[src/rtl/instr_encoder.sv]
// RV32I instruction encoder: two-stage valid/ready pipeline that packs format, registers and immediate
// into an instruction word. Define IMM_CHECK_EN to flag immediates the chosen format cannot represent.
`timescale 1ns/1ps
module instr_encoder #(
    parameter int ADDR_W    = 8,
    parameter int ERR_CNT_W = 8
) (
    input  logic                 clk,
    input  logic                 rst,
    input  logic                 in_valid,
    output logic                 in_ready,
    input  logic [2:0]           in_fmt,
    input  logic [4:0]           in_rd,
    input  logic [4:0]           in_rs1,
    input  logic [4:0]           in_rs2,
    input  logic [2:0]           in_funct3,
    input  logic [31:0]          in_imm,
    output logic                 out_valid,
    input  logic                 out_ready,
    output logic [31:0]          out_instr,
    output logic [ADDR_W-1:0]    out_addr,
    output logic                 out_err,
    input  logic                 addr_clear,
    output logic [ERR_CNT_W-1:0] err_count
);
    typedef enum logic [2:0] {
        FMT_OPIMM, FMT_LOAD, FMT_STORE, FMT_BRANCH, FMT_JAL, FMT_JALR, FMT_LUI, FMT_AUIPC
    } fmt_e;

    typedef struct packed {
        fmt_e        fmt;
        logic [4:0]  rd;
        logic [4:0]  rs1;
        logic [4:0]  rs2;
        logic [2:0]  f3;
        logic [31:0] imm;
    } req_t;

    req_t              a_req;
    logic              a_valid;
    logic              a_take;
    logic              b_load;
    logic              hs;
    logic [31:0]       im;
    logic [31:0]       enc;
    logic [ADDR_W-1:0] addr_q;

    // Stage A may refill in the same cycle it drains into stage B.
    assign in_ready = !a_valid || !out_valid || out_ready;
    assign a_take   = in_valid && in_ready;
    assign b_load   = a_valid && (!out_valid || out_ready);
    assign hs       = out_valid && out_ready;
    assign out_addr = addr_q;
    assign im       = a_req.imm;

    always_ff @(posedge clk or posedge rst) begin
        if (rst) begin
            a_valid <= 1'b0;
            a_req   <= '0;
        end else if (a_take) begin
            a_valid <= 1'b1;
            a_req   <= '{fmt: fmt_e'(in_fmt), rd: in_rd, rs1: in_rs1, rs2: in_rs2,
                         f3: in_funct3, imm: in_imm};
        end else if (b_load) begin
            a_valid <= 1'b0;
        end
    end

    always_comb begin
        enc = '0;
        case (a_req.fmt)
            FMT_OPIMM:  enc = {im[11:0], a_req.rs1, a_req.f3, a_req.rd, 7'b0010011};
            FMT_LOAD:   enc = {im[11:0], a_req.rs1, a_req.f3, a_req.rd, 7'b0000011};
            FMT_STORE:  enc = {im[11:5], a_req.rs2, a_req.rs1, a_req.f3, im[4:0], 7'b0100011};
            FMT_BRANCH: enc = {im[12], im[10:5], a_req.rs2, a_req.rs1, a_req.f3,
                               im[4:1], im[11], 7'b1100011};
            FMT_JAL:    enc = {im[20], im[10:1], im[11], im[19:12], a_req.rd, 7'b1101111};
            FMT_JALR:   enc = {im[11:0], a_req.rs1, a_req.f3, a_req.rd, 7'b1100111};
            FMT_LUI:    enc = {im[31:12], a_req.rd, 7'b0110111};
            FMT_AUIPC:  enc = {im[31:12], a_req.rd, 7'b0010111};
            default:    enc = '0;
        endcase
    end

    always_ff @(posedge clk or posedge rst) begin
        if (rst) begin
            out_valid <= 1'b0;
            out_instr <= '0;
        end else if (b_load) begin
            out_valid <= 1'b1;
            out_instr <= enc;
        end else if (out_ready) begin
            out_valid <= 1'b0;
        end
    end

    // Clear beats a concurrent handshake increment.
    always_ff @(posedge clk or posedge rst) begin
        if (rst)             addr_q <= '0;
        else if (addr_clear) addr_q <= '0;
        else if (hs)         addr_q <= addr_q + 1'b1;
    end

`ifdef IMM_CHECK_EN
    logic                 imm_err;
    logic                 err_q;
    logic [ERR_CNT_W-1:0] err_cnt_q;

    // Representable iff the bits above the field's sign bit are a pure sign extension.
    always_comb begin
        imm_err = 1'b0;
        case (a_req.fmt)
            FMT_BRANCH:         imm_err = !(&im[31:12] || ~|im[31:12]) || im[0];
            FMT_JAL:            imm_err = !(&im[31:20] || ~|im[31:20]) || im[0];
            FMT_LUI, FMT_AUIPC: imm_err = |im[11:0];
            default:            imm_err = !(&im[31:11] || ~|im[31:11]);
        endcase
    end

    always_ff @(posedge clk or posedge rst) begin
        if (rst)         err_q <= 1'b0;
        else if (b_load) err_q <= imm_err;
    end

    always_ff @(posedge clk or posedge rst) begin
        if (rst)                              err_cnt_q <= '0;
        else if (hs && err_q && !(&err_cnt_q)) err_cnt_q <= err_cnt_q + 1'b1;
    end

    assign out_err   = err_q;
    assign err_count = err_cnt_q;
`else
    assign out_err   = 1'b0;
    assign err_count = '0;
`endif

endmodule

[config.mk]
export PLATFORM = sky130hd
export DESIGN_NAME = instr_encoder
export DESIGN_NICKNAME = d
export VERILOG_FILES = /design/src/rtl/instr_encoder.sv
export SDC_FILE = /design/constraint.sdc
export NUM_CORES = 1
export LEC_CHECK = 0
export BUFFER_PORTS_ARGS = -buffer_cell sky130_fd_sc_hd__buf_2
export CORE_AREA = 2 2 105 107
export DETAILED_ROUTE_END_ITERATION = 7
export DIE_AREA = 0 0 107 109
export PLACE_DENSITY = 0.69
export REMOVE_ABC_BUFFERS = 1
export SLEW_MARGIN = 10
export SYNTH_ARGS = -nofsm -noshare
export SYNTH_HDL_FRONTEND = slang
export SYNTH_SLANG_ARGS = --single-unit
[constraint.sdc]
create_clock -name clk -period 3.8 [get_ports clk]
set_input_delay 0.57 -clock clk [delete_from_list [all_inputs] [get_ports clk]]
set_output_delay 0.57 -clock clk [all_outputs]
set_load 0.05 [all_outputs]
==> results.json, run 1 <==
{
  "r2r_start": "a_req[51]",
  "r2r-end": "out_instr[7]",
  "critPathLaunchType": "register",
  "avgRoutedWirePerCell_um": 16.1,
  "htree_levels": 3,
  "synth_area_um2": 4190,
  "grt_pass1_vias": 2812,
  "wirelength_um": 9230,
  "synth.largest_area_cell": "dfrtp_1",
  "yosysSeqAreaShare_pct": 56.2,
  "cts_buffer_depth": 2,
  "ys_seq_elements": 94,
  "drc_errors": 0,
  "viasPerCell": 5.08,
  "fin_worst_skew_ps": 6.10,
  "drtIter0Drc": 137,
  "arrival_ps": 2400,
  "synth_area_per_cell_um2": 12.4,
  "synthFlopType": "dfrtp_1",
  "grt_max_degree": 78,
  "vias": 2911,
  "end_kind": "register",
  "grt_use_total_pct": 16.7,
  "clock_latency_ps": 360,
  "relSlewSlack_pct": 37.0,
  "maxCapViolCount": 0,
  "firstDrtPassIters": 4,
  "synth_edf_count": 0,
  "port-buffer-count": 99,
  "reg2reg_depth": 3,
  "fin_crit_sh_pct": 56.6,
  "ir_worst_vdd_mv": 0.272,
  "seqPwrFrac_pct": 46.0,
  "sw_frac_of_total_pct": 36.9,
  "yosysMostFrequentCell": "dfrtp_1",
  "synth_common_cells": "dfrtp_1 (94), mux2_2 (53), a21oi_1 (40), a31oi_1 (15), nand2_1 (14)",
  "tightest_slew_ps": 945,
  "finalSetupViolCount": 0,
  "clkPwrFrac_pct": 22.7,
  "tritoncts": "yes",
  "async_reset_ff_share_pct": 100,
  "cts_hold_buf": 0,
  "yosys-top-cells-area": "dfrtp_1 (56%), mux2_2 (14%), a21oi_1 (4.8%), mux2_4 (3.2%), buf_6 (2.4%)",
  "clkTransAtPathRegs_ps": 90,
  "start_util_pct": 39.5,
  "io_pins": 109,
  "ys.warnings.count": 0,
  "dp_hpwl_um": 5920,
  "place_congestion": 0.708,
  "syn_inst": 339,
  "worst_hold_path_type": "in2async",
  "rsz0062_at_grt": "false",
  "fp.coreArea_um2": 10600,
  "outcome": "finished clean",
  "grt.overflow.total": 0,
  "max_freq_mhz": 465,
  "timing.final.crit_period_ps": 2150,
  "num_rows": 38,
  "maxSlewViolCount": 0,
  "tns_ps": 0,
  "cts_buffers": 9,
  "fillers": 988,
  "area_growth_pct": 16.3,
  "layoutNonFillerInstCount": 573,
  "cts_setup_buffers": 0,
  "antenna_found_initial": 0,
  "combPwrFrac_pct": 31.3,
  "p_per_area_nw_per_um2": 573,
  "chipWidth_um": 107,
  "p_int_uw": 1760,
  "layout-drive-gt1-share_pct": 42.4,
  "crit_fanout": 23,
  "p_sw_uw": 1030,
  "synth_top_area_share_pct": 56.2,
  "cts-resized-gates": 0,
  "post-route-util_pct": 45.9,
  "cp-endpoint": "out_instr[7]",
  "cts_sinks": 94,
  "r2r_slack_ps": 1650,
  "grt_pass1_wl_um": 14800,
  "path_class": "reg2reg",
  "hold_violations": 0,
  "cp-startpoint": "a_req[51]",
  "die_h_um": 109,
  "ys_types": 35,
  "dieArea_um2": 11700,
  "placed_cells": 557,
  "ant_nets": 0,
  "leakagePower_uw": 0.00222,
  "required_ps": 4050,
  "final_nets": 487,
  "cts-root-buf": "clkbuf_8"
}
[layer usage]
layer | vias to the layer above | wire, um | share of wire, % | GRT usage [%]
met1 | 1430 | 4180 | 45 | 22.2
li1 | 1366 | - | - | -
met3 | 13 | 536 | 5.8 | 4.66
met5 | - | 0 | 0 | 0
met2 | 102 | 4360 | 47 | 26.4
met4 | 0 | 144 | 1.6 | 5.75
[registers in the layout, indices dropped and copies added (netlist names)]
signal     count
a_valid        1
out_valid      1
out_addr       8
im            32
a_req         21
out_instr     31
[worst min path at each step]
stage	end	slack, ps
floorplan	im[31]	470
global placement	out_instr[1]	470
detailed placement	out_instr[1]	470
CTS	a_req[37]	410
global route	a_req[43]	410
finish	out_instr[28]	430
[worst max-delay path, stage by stage (launching register included)]
cell	delay, ps
dfrtp_1	810
nor2b_1	580
mux2_2	400
mux2_4	250
[power groups by stage]
stage                     Sequential (uW)  Combinational, uW  Clock (uW)
after CTS                            1290                882         661
after floorplan                      1620                323           0
after global routing                 1310                938         709
after global placement               1300                872           0
final                                1280                872         634
after detailed placement             1310                881           0
[layout by cell type, fill, tap and decap left out, types with 10 or more instances in the layout]
master	count
a21oi_1	40
a31oi_1	15
buf_2	99
clkbuf_8	13
dfrtp_1	94
mux2_2	53
mux2i_1	10
nand2_1	14
nand3_1	13
o21ai_0	13
[stage by stage]
| step | total power [uW] | setup slack (ps) | hold slack (ps) | instance area (um2) |
|---|---|---|---|---|
| global route | 2960 | 1510 | 414 | 4870 |
| floorplan | 1940 | 781 | 472 | 3980 |
| CTS | 2830 | 1620 | 414 | 4870 |
| global placement | 2170 | 1630 | 467 | 4680 |
| detailed placement | 2190 | 1620 | 470 | 4680 |
| finish | 2790 | 1650 | 428 | 4870 |
[logic make-up after synthesis]
logic type	count (synthesis)	synth area share, %
flip-flops	94	56.2
AO/OA/AOI/OAI	73	9.59
multiplexers	72	19.9
AND/OR/NAND/NOR	59	7.44
buffers and inverters	37	6.12
XOR/XNOR	2	0.418
adder cells (fa/ha/maj)	1	0.299
other	1	0.0895
[layout make-up]
class / instances / area, um2 / area share (%)
well taps: 140 / 175 / 3.60
repair buffers: 103 / 526 / 10.8
flip-flops and latches: 94 / 2350 / 48.3
clock buffers: 15 / 186 / 3.83
inverters: 4 / 17.5 / 0.360
diodes: 1 / 2.50 / 0.0514
multi-input cells: 216 / 1610 / 33.1
No activity file was read; power rests on OpenSTA's default activity.
==> inputs of run 2 (changes only) <==
--- a/config.mk
+++ b/config.mk
@@ -9,7 +9,7 @@
 export CORE_AREA = 2 2 105 107
 export DETAILED_ROUTE_END_ITERATION = 7
 export DIE_AREA = 0 0 107 109
-export PLACE_DENSITY = 0.69
+export PLACE_DENSITY = 0.71
 export REMOVE_ABC_BUFFERS = 1
 export SLEW_MARGIN = 10
 export SYNTH_ARGS = -nofsm -noshare
==> constraint.sdc (replaced) <==
create_clock -name clk -period 1.8 [get_ports clk]
set_input_delay 0.27 -clock clk [delete_from_list [all_inputs] [get_ports clk]]
set_output_delay 0.27 -clock clk [all_outputs]
set_load 0.05 [all_outputs]
==> results.json, run 2 (synthesized netlist as in run 1, its figures left out) <==
{
  "start_util_pct": 39.5,
  "sw_frac_of_total_pct": 36.8,
  "critPathLaunchType": "register",
  "clkPwrFrac_pct": 25.4,
  "cts-resized-gates": 0,
  "cts-root-buf": "clkbuf_8",
  "dp_slack_ps": 280,
  "final_nets": 500,
  "seqPwrFrac_pct": 43.6,
  "fp.coreArea_um2": 10600,
  "die_h_um": 109,
  "cp.depth": 2,
  "grt_use_total_pct": 16.9,
  "layout_commonest_cell": "buf_2",
  "outcome": "finished clean",
  "max_freq_mhz": 619,
  "vias": 2971,
  "grt_pass1_wl_um": 14800,
  "maxCapViolCount": 0,
  "drc_errors": 0,
  "seqCellArea_um2": 2350,
  "leakagePower_uw": 0.00232,
  "cts_buffers": 9,
  "multi_input_area_um2": 1610,
  "maxSlewViolCount": 0,
  "ant_nets": 0,
  "clkTransAtPathRegs_ps": 100,
  "timing.final.crit_period_ps": 1610,
  "end_kind": "output pin",
  "cp-endpoint": "in_ready",
  "p_per_area_nw_per_um2": 1230,
  "layout-drive-gt1-share_pct": 44.2,
  "p_int_uw": 3910,
  "fin_worst_skew_ps": 15.8,
  "power_uw": 6190,
  "cts_setup_buffers": 0,
  "dp_hpwl_um": 6570,
  "cp-startpoint": "out_valid",
  "finalSetupViolCount": 0,
  "path_cells": "nand3b_1, buf_2",
  "critical-path-top-delay-family": "flip-flops",
  "fin_crit_sh_pct": 89.7,
  "slowest_stage": "dfrtp_1",
  "avgRoutedWirePerCell_um": 16.1,
  "place_congestion": 0.774,
  "viasPerCell": 5.07,
  "r2r-end": "im[30]",
  "combPwrFrac_pct": 31.0,
  "cpPeakStageDelay_ps": 460,
  "drtIter0Drc": 156,
  "antennaDiodeCount": 0,
  "wirelength_um": 9440,
  "chipWidth_um": 107,
  "r2r_slack_ps": 280,
  "tritoncts": "yes",
  "p_sw_uw": 2280,
  "antenna_found_initial": 0,
  "rsz0062_at_grt": "false",
  "arrival_ps": 1340,
  "r2r_start": "out_valid",
  "dieArea_um2": 11700,
  "required_ps": 1530,
  "area_growth_pct": 20.3,
  "port-buffer-count": 99,
  "grt_max_degree": 38,
  "critPathBufInv": 1,
  "ir_worst_vdd_mv": 0.601,
  "reg2reg_depth": 4,
  "crit_fanout": 7,
  "fillers": 1000,
  "layout_common_cells": "buf_2 (99), dfrtp_1 (94), mux2_2 (53)",
  "io_pins": 109,
  "largest_register_ffs": 32,
  "hold_path.startpoint": "in_imm[12]",
  "post-route-util_pct": 47.5,
  "cts_sinks": 94,
  "num_rows": 38,
  "path_class": "reg2out",
  "cts_buffer_depth": 2,
  "hold_ws_ps": 125,
  "clock_latency_ps": 370,
  "grt.overflow.total": 0,
  "firstDrtPassIters": 4,
  "worst_slack_ps": 186,
  "hold_violations": 0,
  "grt_pass1_vias": 2908,
  "cts_hold_buf": 1,
  "htree_levels": 3,
  "worst_hold_path_type": "in2reg"
}
[run 2: changes by cell type in the layout (fill, tap and decap cells not counted), sizes merged]
cell / previous run / this run
buf: 103 / 115
clkbuf: 15 / 10
bufinv: 0 / 2
clkinv: 0 / 2
inv: 4 / 6
diode: 1 / 0
dlygate4sd3: 0 / 1
[run 2: area by class of cell]
class,instances,area share (%)
Tap cell,140,3.48
Inverter,4,0.348
Sequential cell,94,46.7
Clock inverter,6,1.86
Clock buffer,10,2.53
Multi-Input combinational cell,216,31.9
Timing Repair Buffer,116,13.2
[run 2: through the flow]
stage / cell area, um2 / TNS (ps) / std cells
6_report: 5040 / 0 / 586
5_1_grt: 5040 / 0 / 586
4_1_cts: 5040 / 0 / 586
3_5_place_dp: 4810 / 0 / 569
3_3_place_gp: 4810 / 0 / 569
2_1_floorplan: 3980 / -123630 / 314
[run 2: worst min-delay path by stage]
stage | end | slack, ps | cells past startpoint
after floorplan | out_addr[1] | 330 | 1
after global placement | out_addr[4] | 250 | 2
after detailed placement | out_addr[6] | 260 | 2
after CTS | im[23] | 100 | 2
after global routing | a_req[41] | 110 | 2
final | im[12] | 120 | 2
[run 2: layer usage]
metal | wire (um) | GRT usage (%) | vias to the layer above
met5 | 0 | 0 | -
met4 | 104 | 6.40 | 0
met3 | 492 | 4.12 | 6
met2 | 4510 | 26.8 | 83
met1 | 4330 | 22.5 | 1489
li1 | - | - | 1393
[run 2: worst register-to-register path, stage by stage, from the launching register on]
cell and delay [ps]:
dfrtp_1 460, nand3b_1 200, nand2_4 150, buf_12 220, mux2_2 370
[run 2: power groups by stage]
stage | Sequential [uW] | Combinational [uW] | Clock, uW
final | 2700 | 1920 | 1570
after floorplan | 3420 | 683 | 0
after CTS | 2710 | 1940 | 1630
after global routing | 2760 | 2050 | 1710
after detailed placement | 2750 | 1930 | 0
after global placement | 2730 | 1900 | 0
==> inputs of run 3 (changes only) <==
--- a/config.mk
+++ b/config.mk
@@ -6,10 +6,10 @@
 export NUM_CORES = 1
 export LEC_CHECK = 0
 export BUFFER_PORTS_ARGS = -buffer_cell sky130_fd_sc_hd__buf_2
-export CORE_AREA = 2 2 105 107
+export CORE_AREA = 2 2 80 120
 export DETAILED_ROUTE_END_ITERATION = 7
-export DIE_AREA = 0 0 107 109
-export PLACE_DENSITY = 0.71
+export DIE_AREA = 0 0 82 122
+export PLACE_DENSITY = 0.81
 export REMOVE_ABC_BUFFERS = 1
 export SLEW_MARGIN = 10
 export SYNTH_ARGS = -nofsm -noshare
==> results.json, run 3 (synthesized netlist as in run 1, its figures left out) <==
{
  "port-buffer-count": 99,
  "wirelength_um": 9070,
  "cts-root-buf": "clkbuf_16",
  "cts-resized-gates": 0,
  "cts_buffers": 9,
  "dp_hpwl_um": 6380,
  "timing.final.crit_period_ps": 1570,
  "fin_crit_sh_pct": 87.3,
  "num_rows": 43,
  "p_per_area_nw_per_um2": 1300,
  "io_pins": 109,
  "fin_worst_skew_ps": 6.94,
  "dp_slack_ps": 211,
  "hold_violations": 0,
  "die_h_um": 122,
  "grt_max_degree": 39,
  "antenna_found_initial": 0,
  "cts_buffer_depth": 2,
  "grt_pass1_vias": 2909,
  "fp.coreArea_um2": 9040,
  "power_uw": 6600,
  "dieArea_um2": 10000,
  "avgRoutedWirePerCell_um": 16.4,
  "htree_levels": 3,
  "grt_use_total_pct": 18.9,
  "max_freq_mhz": 636,
  "viasPerCell": 5.34,
  "leakagePower_uw": 0.00234,
  "area_growth_pct": 21.0,
  "critPathLaunchType": "register",
  "crit_fanout": 10,
  "maxCapViolCount": 0,
  "ant_nets": 0,
  "layout-drive-gt1-share_pct": 43.7,
  "firstDrtPassIters": 4,
  "worst_hold_path_type": "in2reg",
  "clock_latency_ps": 340,
  "largest_register_ffs": 32,
  "hold_ws_ps": 160,
  "grt_pass1_wl_um": 14200,
  "placed_cells": 537,
  "layout_commonest_cell": "buf_2",
  "clkTransAtPathRegs_ps": 60,
  "place_congestion": 0.802,
  "tritoncts": "yes",
  "layoutNonFillerInstCount": 554,
  "arrival_ps": 1820,
  "cts_sinks": 94,
  "end_kind": "register",
  "required_ps": 2050,
  "cts_setup_buffers": 0,
  "rsz0062_at_grt": "false",
  "ir_worst_vdd_mv": 0.615,
  "drc_errors": 0,
  "maxSlewViolCount": 0,
  "layout_common_cells": "buf_2 (99), dfrtp_1 (94), mux2_2 (53)",
  "path_class": "reg2reg",
  "final_nets": 496,
  "grt.overflow.total": 0,
  "outcome": "finished clean",
  "finalSetupViolCount": 0,
  "drtIter0Drc": 168,
  "start_util_pct": 46.3,
  "tns_ps": 0,
  "vias": 2958,
  "chipWidth_um": 82,
  "antennaDiodeCount": 0,
  "worst_slack_ps": 228,
  "tightest_slew_ps": 657,
  "relSlewSlack_pct": 56.1
}
==> run 3: metrics by stage <==
stage | instance area [um2] | utilization (%)
finish | 5070 | 56.1
global route | 5070 | 56.1
CTS | 5070 | 56.1
detailed placement | 4740 | 52.5
global placement | 4740 | 52.5
floorplan | 3980 | -
==> run 3: timing repair <==
action                     in CTS  in global routing
setup endpoints to repair       0                  0
hold endpoints to repair       25                  0
hold buffers                    1                  0
==> run 3: cell type report <==
type / count / area [um2]
inverter: 4 / 17.5
clock buffer: 10 / 229
timing repair buffer: 112 / 633
fill: 784 / 3970
tap: 112 / 140
multi-input combinational: 216 / 1610
sequential: 94 / 2350
clock inverter: 6 / 86.3
==> run 3: critical path: stages (launching register included) <==
cell and delay, ps:
dfrtp_1 510, nor2b_1 590, o21ai_0 190, a41oi_1 200
==> run 3: worst paths after layout <==
check	end	depth (start not counted)	from	slack, ps
worst max-delay path	out_instr[31]	3	a_req[50]	230
worst min-delay path	im[22]	2	in_imm[22]	160
worst max register to register	out_instr[31]	3	a_req[50]	230
worst min register to register	out_instr[1]	1	out_instr[1]	480
max in group asynchronous	a_req[33]	4	rst	800
min in group asynchronous	out_instr[28]	3	rst	470
==> run 3: routing by layer <==
metal  routed length [um]  vias up  track usage (%)
li1                     -     1387                -
met1                 3590     1455             22.7
met2                 4820       96             32.4
met3                  422       20             3.93
met4                  235        0             8.23
met5                    0        -                0
==> run 3: power breakdown <==
| group | switching, uW | internal (uW) | total (uW) | leakage [uW] |
|---|---|---|---|---|
| clock network | 767 | 1210 | 1980 | 0.000152 |
| logic | 1280 | 623 | 1910 | 0.00108 |
| registers | 224 | 2480 | 2710 | 0.00110 |
